--- config.mk ---
export PLATFORM = sky130hd
export DESIGN_NAME = cu_sequencer
export DESIGN_NICKNAME = d
export VERILOG_FILES = /design/src/rtl/cu_sequencer.sv
export SDC_FILE = /design/constraint.sdc
export NUM_CORES = 1
export LEC_CHECK = 0
export CAP_MARGIN = 20
export CORE_ASPECT_RATIO = 0.5
export CORE_MARGIN = 10
export CORE_UTILIZATION = 28
export DETAILED_ROUTE_END_ITERATION = 7
export PLACE_DENSITY = 0.61
export SETUP_SLACK_MARGIN = 0.05
export SLEW_MARGIN = 40
export SYNTH_ARGS = -nofsm -noshare
export SYNTH_HDL_FRONTEND = slang
export SYNTH_SLANG_ARGS = --single-unit
--- constraint.sdc ---
create_clock -name clk -period 1.85 [get_ports clk]
set_clock_uncertainty 0.05 [all_clocks]
set_input_delay 0.4625 -clock clk [delete_from_list [all_inputs] [get_ports clk]]
set_output_delay 0.4625 -clock clk [all_outputs]
set_load 0.05 [all_outputs]
--- src/rtl/cu_sequencer.sv ---
// Control-unit micro-step sequencer: binary state index register with one-hot CPU_state decode,
// opcode dispatch and branch resolution. Optional ILLEGAL_TRAP_EN halts the CPU on illegal opcodes.
module cu_sequencer #(
  parameter int states = 40,
  parameter int OPW    = 5,
  parameter int IDXW   = 6
) (
  input  logic              clk,
  input  logic              rst,
  input  logic              COUNTER_LD,
  input  logic              COUNTER_INC,
  input  logic              COUNTER_CLR,
  input  logic [OPW-1:0]    OPCODE,
  input  logic [3:0]        NZCV,
  output logic [states-1:0] CPU_state,
  output logic [IDXW-1:0]   STATE_IDX,
  output logic              ILLEGAL
);

  localparam logic [IDXW-1:0] S_FETCH1 = IDXW'(0);
  localparam logic [IDXW-1:0] S_NOP1   = IDXW'(3);
  localparam logic [IDXW-1:0] S_MOV    = IDXW'(4);
  localparam logic [IDXW-1:0] S_AMOV   = IDXW'(5);
  localparam logic [IDXW-1:0] S_LDR    = IDXW'(7);
  localparam logic [IDXW-1:0] S_ALDR   = IDXW'(9);
  localparam logic [IDXW-1:0] S_STR    = IDXW'(13);
  localparam logic [IDXW-1:0] S_ASTR   = IDXW'(17);
  localparam logic [IDXW-1:0] S_CMP    = IDXW'(21);
  localparam logic [IDXW-1:0] S_B      = IDXW'(22);
  localparam logic [IDXW-1:0] S_BGT    = IDXW'(23);
  localparam logic [IDXW-1:0] S_BLT    = IDXW'(24);
  localparam logic [IDXW-1:0] S_BEQ    = IDXW'(25);
  localparam logic [IDXW-1:0] S_ADD    = IDXW'(26);
  localparam logic [IDXW-1:0] S_SUB    = IDXW'(28);
  localparam logic [IDXW-1:0] S_MUL    = IDXW'(30);
  localparam logic [IDXW-1:0] S_LSR    = IDXW'(32);
  localparam logic [IDXW-1:0] S_AND    = IDXW'(34);
  localparam logic [IDXW-1:0] S_OR     = IDXW'(36);
  localparam logic [IDXW-1:0] S_MVN    = IDXW'(38);
  localparam logic [IDXW-1:0] S_LAST   = IDXW'(states - 1);

  logic [IDXW-1:0] idx_q, idx_d;
  logic [IDXW-1:0] ld_target;
  logic            ld_illegal;
  logic            flag_n, flag_z, flag_v;
  logic            unused_carry;

  assign flag_n = NZCV[3];
  assign flag_z = NZCV[2];
  assign flag_v = NZCV[0];
  // Carry takes no part in any condition resolved here.
  assign unused_carry = NZCV[1];

  // Routine start state for the current opcode; untaken branches fall into nop1.
  always_comb begin
    ld_target  = S_FETCH1;
    ld_illegal = 1'b0;
    case (int'(OPCODE))
      0:  ld_target = S_NOP1;
      1:  ld_target = S_MOV;
      2:  ld_target = S_AMOV;
      3:  ld_target = S_LDR;
      4:  ld_target = S_ALDR;
      5:  ld_target = S_STR;
      6:  ld_target = S_ASTR;
      7:  ld_target = S_CMP;
      8:  ld_target = S_B;
      9:  ld_target = (!flag_z && (flag_n == flag_v)) ? S_BGT : S_NOP1;
      10: ld_target = (flag_n != flag_v) ? S_BLT : S_NOP1;
      11: ld_target = flag_z ? S_BEQ : S_NOP1;
      12: ld_target = S_ADD;
      13: ld_target = S_SUB;
      14: ld_target = S_MUL;
      15: ld_target = S_LSR;
      16: ld_target = S_AND;
      17: ld_target = S_OR;
      18: ld_target = S_MVN;
      default: begin
        ld_target  = S_FETCH1;
        ld_illegal = 1'b1;
      end
    endcase
  end

`ifdef ILLEGAL_TRAP_EN
  logic illegal_q, illegal_d;

  always_comb begin
    idx_d     = idx_q;
    illegal_d = illegal_q;
    if (idx_q > S_LAST || illegal_q) begin
      idx_d = S_FETCH1;
    end else if (COUNTER_CLR) begin
      idx_d = S_FETCH1;
    end else if (COUNTER_LD) begin
      idx_d     = ld_target;
      illegal_d = ld_illegal;
    end else if (COUNTER_INC) begin
      idx_d = (idx_q == S_LAST) ? S_FETCH1 : idx_q + IDXW'(1);
    end
  end

  always_ff @(posedge clk) begin
    if (rst) illegal_q <= 1'b0;
    else     illegal_q <= illegal_d;
  end

  assign ILLEGAL = illegal_q;
`else
  logic unused_illegal;
  assign unused_illegal = ld_illegal;

  always_comb begin
    idx_d = idx_q;
    if (idx_q > S_LAST) begin
      idx_d = S_FETCH1;
    end else if (COUNTER_CLR) begin
      idx_d = S_FETCH1;
    end else if (COUNTER_LD) begin
      idx_d = ld_target;
    end else if (COUNTER_INC) begin
      idx_d = (idx_q == S_LAST) ? S_FETCH1 : idx_q + IDXW'(1);
    end
  end

  assign ILLEGAL = 1'b0;
`endif

  // NOTE: state registers use non-blocking assignment so every flop samples pre-edge values.
  always_ff @(posedge clk) begin
    if (rst) idx_q <= S_FETCH1;
    else     idx_q <= idx_d;
  end

  assign STATE_IDX = idx_q;
  assign CPU_state = {{(states-1){1'b0}}, 1'b1} << idx_q;

endmodule

After elaboration in Yosys (flattened, before gate mapping)
Index checks and enable logic that the tools add are counted.
{"block": "totals", "register_bits": 6, "latchBits": 0, "mem_bits_rw": 0, "rom_bits": 0, "input_bits": 14, "out_inout_bits": 47, "mem_count": 0}
{"block": "op_classes", "add_sub_neg": 1, "mul": 0, "div_mod_pow": 0, "magnitude_cmp": 1, "n_eq_ne": 21, "shifts": 1, "n_mux": 7, "n_bitwise": 0, "reduce_logical": 5}
{"operator": "$pmux 6 s19", "count": 1}
{"operator": "$eq 5x4->1 const B", "count": 8}
{"operator": "$shl 1x6->40 const A", "count": 1}
{"operator": "$eq 5x3->1 const B", "count": 4}
{"operator": "$mux 6", "count": 3}
{"operator": "$eq 5x5->1 const B", "count": 3}
{"operator": "$mux 5", "count": 3}
{"operator": "$eq 5x2->1 const B", "count": 2}
{"operator": "$add 6x1->6 const B", "count": 1}
{"operator": "$eq 6x6->1 const B", "count": 1}
{"operator": "$gt 6x6->1 const B", "count": 1}
{"operator": "$eq 5x1->1 const B", "count": 1}
{"operator": "$logic_not 5->1", "count": 1}
{"operator": "$reduce_or 3->1", "count": 1}
{"operator": "$reduce_bool 2->1", "count": 1}
{"operator": "$eq 1x1->1", "count": 1}
{"operator": "$logic_and 1x1->1", "count": 1}
{"operator": "$logic_not 1->1", "count": 1}
{"operator": "$ne 1x1->1", "count": 1}

Longest topological paths before layout
Gate-level depths: netlist (run 1).
{"block": "logic_depth", "word_depth": 5, "depth_mapped": 6, "depth_no_buf": 6}

Worst setup path before layout (run 1)
OpenSTA, ideal clock, no wires.
{"block": "synth_timing", "kind": "flip-flop to output port", "start": "reg idx_q[0] (netlist: STATE_IDX[0])", "end": "out CPU_state[7]", "arrival_ns": 1.954, "t_required_ns": 1.337, "path_slack_ns": -0.617, "stages_incl_launch_ff": 5, "cell_sequence": "dfxtp_1 -> ha_1 -> ha_1 -> nand2b_1 -> nor2_1"}
{"block": "synth_between", "elab_chain_len": 1}
{"element": "start, declared", "line_no": "42", "source": "logic [IDXW-1:0] idx_q, idx_d;"}
{"element": "start signal, assigned", "line_no": "132", "source": "else idx_q <= idx_d;"}
{"element": "$shl 1x6->40", "line_no": "136", "source": "assign CPU_state = {{(states-1){1'b0}}, 1'b1} << idx_q;"}
{"element": "end, declared", "line_no": "15", "source": "output logic [states-1:0] CPU_state,"}
No other way between the ends.

Worst setup path in the final report (run 1)
{"block": "layout_timing", "start": "reg idx_q[0] (netlist: STATE_IDX[0])", "end": "out CPU_state[11]"}
Same word-level chain as after synthesis.

==> metrics.txt, run 1 <==
status=complete, but fails checks; violated checks=setup timing; #FFs+latches synth=6; cell repeated most along the worst path=ha_4; # diodes=0; Die ar.=approximately 0.0067 mm²; DRT iter0 DRCs=37; depth of the CTS H-tree=1; Rows=15; Largest register FFs=6; Peak supply drop=0.1852 mV; fraction of the cycle the final worst path needs=101.4%; CTS tree=built; Root Driver=clkbuf_8; # setup viols final=6; synthesized area per cell=6.138 µm²; core area=0.003510 mm²; Worst R2R Path Depth=7; final instance area=0.002873 mm²; dpl cells=291; Adder-Cell Fraction of Synth Area=7.194%; DRC viols=0; Die Ht=~63 µm; area grow syn2layout=175.3%; Yosys top cell area share=15.47%; sequential area share after synthesis=11.51%; Worst path max stage delay=400 ps; Critical Path Source=STATE_IDX[0]; worst min path class=register to register; Async S/R FF share, synth=0%; Final Power=a little over 0.0007 W; library cells used by synthesis=42; io pins=between 60 and 70; synth top area cells=nor2_1 (15%), dfxtp_1 (12%), ha_1 (7.2%); syn nets=190; Synth Warn #=0; Final min period=1876 ps; PwrDens=248.0 mW/mm²; worst reg2reg setup slack=20 ps; LEAKAGE=1.097 nW; post-DP HPWL=3739 µm; Cell Chain, Critical Path=ha_4 > ha_4 > nand2_2 > nor2_4 > buf_12; Setup crit end kind=primary output; post-synthesis simple-gate area fraction=48.56%; crit path capture=CPU_state[11]; Arr. time, crit path=1360 ps; placed cell areas=0.002491 mm²; first-pass iteration count of the detailed router=4; vias per inst=4.997; total wire length=between 5000 and 6000 µm; post-synthesis xor/xnor area fraction=4.077%; first-pass GRT wire length=7300 µm; RSZ-0062 raised after global routing=yes; pre-CTS setup slack=-254.4 ps; via count=1539; main combinational cell family by area after synthesis=simple AND/OR/NAND/NOR gates; Reg clk slew, reported paths=40 ps; Max Transition Viols Final=0; remaining global-route overflow=0; average wire per standard cell=16.85 µm; post-route insts no fill=308; setup slack after layout=-25.65 ps; EDFF count, synth=0; CP startpoint kind=register; R2R Path End=STATE_IDX[4]; Final Wtd Congestion=between 0.8 and 0.9; clock sink count=6; Final Net Count=279; GRT Util Overall=12.70%; DRT antenna net count=0; Skew-Pair Late Insertion Delay=between 200 and 250 ps; maximum root-to-sink buffer count=2; share of layout cells above drive strength 1=about 64%; vias in the first global route=1412; worst r2r src=STATE_IDX[3]; fmax=approximately 530 MHz; Syn Std Cell Area=around 0.0010 mm²; port bufs=58; Crit Path Class=register to primary output; endpoints failing hold=0; initial antenna violation count=0; cell taking the most area after synthesis=nor2_1; clock buffers created by TritonCTS=3; Data required, critical path=1340 ps; mux cell area share after synthesis=0%; crit path max fanout=5; ys flop type=dfxtp_1; Chip Width=between 100 and 150 µm; slowest CP cell=dfxtp_4; Synth Area in Compound Gates=20.14%; max cap viols=0; Initial Utilization=between 20% and 30%; largest net degree at the start of global routing=11; Mapped Cells=170
## layer usage
layer | vias up | track usage [%] | part of all wire, %
met5 | - | 0 | 0
met4 | 0 | 3.523 | 1.3
met3 | 8 | 1.420 | 4.0
met2 | 61 | 23.39 | 51
met1 | 703 | 15.12 | 44
li1 | 767 | - | -
## synth_stat cells (all sizes together), types with 2 or more instances
cell,n
a211oi,2
nand2,20
a31oi,5
ha,6
a311oi,3
buf,9
and2,7
nor2b,4
nor3,4
clkbuf,4
nor2,43
inv,4
and3,9
a21oi,5
nand2b,6
nand3,3
dfxtp,6
o21ai,6
xnor2,3
or4b,2
## worst max-delay path: cells and delay by family, from the launching register on
family | cells | cell delay [ps]
simple gates | 2 | 230
fa+ha+maj | 2 | 360
buf+inv | 1 | 150
flops | 1 | 400
## kinds of logic after synthesis
| logic type | after synthesis |
|---|---|
| AO/OA/AOI/OAI | 31 |
| other | 1 |
| AND/OR/NAND/NOR | 105 |
| adder cells (fa/ha/maj) | 6 |
| buffers and inverters | 17 |
| XOR/XNOR | 4 |
| flip-flops | 6 |
## worst min path at each step
stage	depth (start not counted)	endpoint	start
final	2	STATE_IDX[2]	STATE_IDX[2]
after global routing	2	STATE_IDX[2]	STATE_IDX[2]
after global placement	2	STATE_IDX[0]	STATE_IDX[0]
after detailed placement	2	STATE_IDX[0]	STATE_IDX[0]
after CTS	2	STATE_IDX[2]	STATE_IDX[2]
after floorplan	2	STATE_IDX[0]	STATE_IDX[0]
## cell usage in the layout (no fill, tap or decap), types with 2 or more instances in the layout
cell,instances
nand3_1,3
or4b_1,2
nand2b_4,2
o21ai_0,5
dfxtp_4,5
a31oi_1,5
inv_4,3
clkdlybuf4s50_1,8
xnor2_1,2
a211oi_1,2
clkbuf_8,3
nand2_1,12
nor2b_4,2
a311oi_1,3
nand2_4,7
a21oi_1,5
nor2_1,13
dlygate4sd2_1,4
nand2b_1,4
nor2b_1,2
ha_4,6
buf_4,37
and3_4,8
buf_12,43
buf_6,4
nor2_4,30
nor3_1,4
and2_4,7
## area by class of cell
type,count,area [µm²]
Multi-Input combinational cell,147,1291
Sequential cell,6,140.1
Tap cell,51,63.81
Inverter,4,22.52
Timing Repair Buffer,97,1314
Fill cell,207,636.9
Clock buffer,3,41.29
## power breakdown
group | internal, W | total (W) | switching [W]
Combinational | 0.000170 | 0.000370 | 0.000200
Sequential | 0.000131 | 0.000143 | 0.0000121
Clock | 0.000140 | 0.000200 | 0.0000596
## metrics by stage
step	TNS, ps	hold WS, ps	util, %
2_1_floorplan	0	570.6	-
3_3_place_gp	-862.0	521.5	70.98
3_5_place_dp	-975.4	539.1	70.98
4_1_cts	0	560.8	77.22
5_1_grt	-480.7	589.7	81.85
6_report	-56.79	566.7	81.85
## what timing repair did
action	4_1_cts	5_1_grt
hold buffers	0	0
pin swaps	12	18
buffers inserted	5	9
endpoints found under the setup margin	42	38
gates resized for setup	43	22
Power figures use the tool's default switching activity.
==> inputs of run 2 (changes only) <==
CORE_ASPECT_RATIO = unset   (was 0.5)
SLEW_MARGIN = 25   (was 40)
==> run 2 against run 1 <==
  * Sequential cell count stayed put
  * Register-to-register slack improved by 190 ps
  * The run still ends with setup timing left
  * Clock power rose by 6%
  * Total power rose by 5.3%
  * Critical endpoint is now CPU_state[39]
  * Combinational power up 6.8%
  * Fmax is 0.73% lower
  * Highest routed layer unchanged
  * Cell count increased by 0.32%
==> metrics.txt, run 2 (synthesized netlist as in run 1, its figures left out) <==
status=complete, but fails checks; violated checks=setup timing; Final Wtd Congestion=just over 0.8; GRT Util Overall=15.90%; Die Ht=81.05 µm; initial antenna violation count=0; vias in the first global route=1672; LEAKAGE=1.154 nW; Rows=22; Initial Utilization=about 29%; cell repeated most along the worst path=ha_4; clock sink count=6; Root Driver=clkbuf_8; Peak supply drop=0.2615 mV; Arr. time, crit path=1380 ps; depth of the CTS H-tree=1; Chip Width=81.05 µm; worst min path class=register to register; DRC viols=0; clock buffers created by TritonCTS=3; fill cell total of the finished layout=217; average wire per standard cell=18.59 µm; remaining global-route overflow=0; slowest CP cell=dfxtp_4; Cell Chain, Critical Path=ha_4 > ha_4 > nand2b_4 > nor2_4 > buf_12; DRT antenna net count=0; Reg area=140.1 µm²; via count=1619; largest net degree at the start of global routing=11; core area=0.003633 mm²; Max Transition Viols Final=0; first-pass GRT wire length=about 8300 µm; CTS tree=built; RSZ-0062 raised after global routing=yes; Largest register FFs=6; pre-CTS setup slack=-295.1 ps; crit path max fanout=4; most frequent cells in the layout=buf_12 (46), buf_4 (39), nor2_4 (31); # diodes=0; PwrDens=255.1 mW/mm²; Worst path max stage delay=390 ps; io pins=around 60; share of layout cells above drive strength 1=64.75%; Final min period=1889 ps; first-pass iteration count of the detailed router=4; total wire length=5743 µm; maximum root-to-sink buffer count=2; # setup viols final=10; footprint of the multi-input gates=0.001306 mm²; Final Net Count=about 280; fraction of the cycle the final worst path needs=102.1%; commonest non-fill, non-tap cell in the layout=buf_12; fmax=529.3 MHz; area grow syn2layout=181.8%; endpoints failing hold=0; max cap viols=0; worst reg2reg setup slack=210 ps; Reg clk slew, reported paths=40 ps; final setup TNS=-181.2 ps; Setup crit end kind=primary output; vias per inst=5.239; DRT iter0 DRCs=41; worst hold margin=570.8 ps; Die ar.=0.006568 mm²; Data required, critical path=~1300 ps; CP startpoint kind=register; post-DP HPWL=about 4000 µm; Final Power=0.0007500 W; Skew-Pair Late Insertion Delay=approximately 240 ps; Crit Path Class=register to primary output; port bufs=58; setup slack after layout=-39.39 ps
## run 2: worst paths after layout
| path | start | end | cells after the start |
|---|---|---|---|
| setup reg to reg | STATE_IDX[2] | STATE_IDX[0] | 6 |
| setup / recovery | STATE_IDX[0] | CPU_state[39] | 5 |
| hold / removal | STATE_IDX[5] | STATE_IDX[5] | 2 |
| hold reg to reg | STATE_IDX[5] | STATE_IDX[5] | 2 |
## run 2: area by class of cell
class                           instances  area share, %
Inverter                                4         0.7660
Clock buffer                            3          1.404
Multi-Input combinational cell        148          44.43
Timing Repair Buffer                  100          46.60
Sequential cell                         6          4.766
Tap cell                               48          2.043
## run 2: timing repair
item	in CTS	in global routing
hold buffers	0	0
setup buffers	9	8
endpoints found under the setup margin	43	44
cloned	0	1
resized for setup	42	22
pin swaps	10	21
## run 2: stage by stage
| stage | instances | instance area (µm²) | util [%] |
|---|---|---|---|
| floorplan | 170 | 1341 | - |
| global placement | 288 | 2500 | 68.80 |
| detailed placement | 288 | 2500 | 68.80 |
| CTS | 300 | 2790 | 76.79 |
| global route | 309 | 2940 | 80.92 |
| finish | 309 | 2940 | 80.92 |
## run 2: layer usage
| layer | share of wire [%] | vias to the layer above | track usage (%) |
|---|---|---|---|
| met5 | 0 | - | 0 |
| met4 | 1.7 | 0 | 7.266 |
| met3 | 4.8 | 7 | 2.428 |
| met2 | 56 | 63 | 32.48 |
| met1 | 38 | 777 | 14.91 |
| li1 | - | 772 | - |
## run 2: report_power, final
part	total, W	switching (W)	internal (W)
Combinational	0.000395	0.000209	0.000185
Clock	0.000212	0.0000705	0.000141
Sequential	0.000144	0.0000134	0.000130
## run 2: critical path, delay by kind of cell (launching register included)
kind                     cells  cell delay, ps
AND/OR/NAND/NOR              2             230
flip-flops                   1             390
adder cells (fa/ha/maj)      2             370
buffers and inverters        1             150
==> inputs of run 3 (changes only) <==
--- a/config.mk
+++ b/config.mk
@@ -11,3 +11,3 @@
 export DETAILED_ROUTE_END_ITERATION = 7
-export PLACE_DENSITY = 0.61
+export PLACE_DENSITY = 0.62
 export SETUP_SLACK_MARGIN = 0.05
==> constraint.sdc (replaced) <==
create_clock -name clk -period 1.85 [get_ports clk]
set_clock_uncertainty 0.05 [all_clocks]
set_input_delay 0.185 -clock clk [delete_from_list [all_inputs] [get_ports clk]]
set_output_delay 0.185 -clock clk [all_outputs]
set_load 0.05 [all_outputs]
==> run 3 against run 2 <==
  * The flow now finishes without violations
  * Critical path depth unchanged
  * First-iteration DRC count rose by 24%
  * Sequential share of layout area rose by 0.57 points
  * Largest cell class unchanged
  * Largest power group unchanged
  * Sequential power up 3%
  * Sequential cell count unchanged
==> metrics.txt, run 3 (synthesized netlist as in run 1, its figures left out) <==
# setup viols final=0; max cap viols=0; average wire per standard cell=16.16 µm; first-pass GRT wire length=between 7000 and 8000 µm; vias per inst=5.211; commonest non-fill, non-tap cell in the layout=buf_12; Crit path buffers/inverters=2; DRT antenna net count=0; Max Transition Viols Final=0; share of layout cells above drive strength 1=45.45%; LEAKAGE=0.8660 nW; PwrDens=around 270 mW/mm²; dpl cells=276; vias in the first global route=roughly 1500; CP startpoint kind=register; post-route insts no fill=279; fraction of the cycle the final worst path needs=95.03%; cts hold-fix bufs=0; total wire length=4510 µm; GRT Util Overall=between 10% and 20%; io pins=between 60 and 70; Reg clk slew, reported paths=40 ps; endpoints failing hold=0; slowest CP cell=dfxtp_2; Chip Width=81.05 µm; core area=0.003633 mm²; clock sink count=6; remaining global-route overflow=0; Skew-Pair Late Insertion Delay=~220 ps; Final Wtd Congestion=0.8082; Die Ht=81.05 µm; Worst path max stage delay=360 ps; final setup TNS=0 ps; Largest register FFs=6; Rows=22; most frequent cells in the layout=buf_12 (40), nor2_4 (22), nand2_1 (19); RSZ-0062 raised after global routing=yes; R2R Path End=STATE_IDX[0]; Root Driver=clkbuf_8; DRT iter0 DRCs=51; worst r2r src=STATE_IDX[5]; Data required, critical path=between 1500 and 2000 ps; Hold Path End=STATE_IDX[0]; hold_sp=STATE_IDX[0]; status=completed; DRC viols=0; first-pass iteration count of the detailed router=4; Initial Utilization=28.72%; fmax=around 570 MHz; port bufs=58; maximum root-to-sink buffer count=2; hold path cells=2; area grow syn2layout=127.0%; CP top delay family=simple AND/OR/NAND/NOR gates; depth of the CTS H-tree=1; Die ar.=0.006568 mm²; Peak supply drop=0.3169 mV; Worst R2R Path Depth=5; Final Net Count=253; CTS tree=built; Cell Chain, Critical Path=inv_1 > ha_1 > nand2_1 > nor2_2 > buf_12; fill cell total of the finished layout=306; via count=1454; post-DP HPWL=3836 µm; Setup crit end kind=primary output; Arr. time, crit path=1520 ps; largest net degree at the start of global routing=17; crit path max fanout=6; worst reg2reg setup slack=around 290 ps; Final min period=1758 ps; # diodes=0; clock buffers created by TritonCTS=3; Crit Path Class=register to primary output; worst min path class=register to register; initial antenna violation count=0
-- run 3: timing repair --
action,4_1_cts,5_1_grt
endpoints found under the hold margin,0,0
setup endpoints to repair,10,24
gates resized for setup,3,7
setup buffers,0,0
-- run 3: layout make-up --
type | count | area [µm²] | share of cell area (%)
multi-input cells | 147 | 1057 | 44.64
flip-flops and latches | 6 | 126.4 | 5.335
repair buffers | 71 | 1069 | 45.11
well taps | 48 | 60.06 | 2.536
inverters | 4 | 15.01 | 0.6339
clock buffers | 3 | 41.29 | 1.743
-- run 3: per-layer routing --
metal / routed length, µm / global-route usage [%] / share of wire [%] / vias up
met5: 0 / 0 / 0 / -
met4: 76 / 4.844 / 1.7 / 0
met3: 362 / 3.201 / 8.0 / 7
met2: 2157 / 24.20 / 48 / 67
li1: - / - / - / 707
met1: 1914 / 14.90 / 42 / 673
-- run 3: per-stage QoR --
| step | hold WS, ps | total power [W] | instance area, µm² | utilization (%) | setup slack (ps) |
|---|---|---|---|---|---|
| floorplan | 378.3 | 0.0003245 | 1234 | - | 21.18 |
| global placement | 504.4 | 0.0004357 | 2290 | 63.02 | 57.89 |
| detailed placement | 531.5 | 0.0004439 | 2290 | 63.02 | 3.975 |
| CTS | 540.5 | 0.0006374 | 2338 | 64.36 | 54.90 |
| global route | 589.9 | 0.0006774 | 2369 | 65.19 | 1.977 |
| finish | 567.9 | 0.0006415 | 2369 | 65.19 | 91.92 |
-- run 3: how the worst max path moves through the flow --
stage                 start             to  slack [ps]  cells after the start
5_1_grt        STATE_IDX[0]  CPU_state[32]           2                      5
3_3_place_gp      OPCODE[2]   STATE_IDX[4]          60                      6
2_1_floorplan  STATE_IDX[5]  CPU_state[32]          20                      3
3_5_place_dp      OPCODE[2]   STATE_IDX[4]           4                      7
6_report       STATE_IDX[0]  CPU_state[32]          90                      5
4_1_cts        STATE_IDX[0]  CPU_state[34]          50                      5
-- run 3: worst min-delay path, cell delays in order (launching register included) --
cell      delay, ps
dfxtp_2         360
inv_1           120
a211oi_1         80
-- run 3: power by group --
group,total (W),internal [W],switching [W],leakage (nW)
Sequential,0.000148,0.000136,0.0000122,0.0510
Combinational,0.000299,0.000128,0.000171,0.793
Clock,0.000195,0.000140,0.0000550,0.0216
Total,0.000641,0.000403,0.000239,0.866
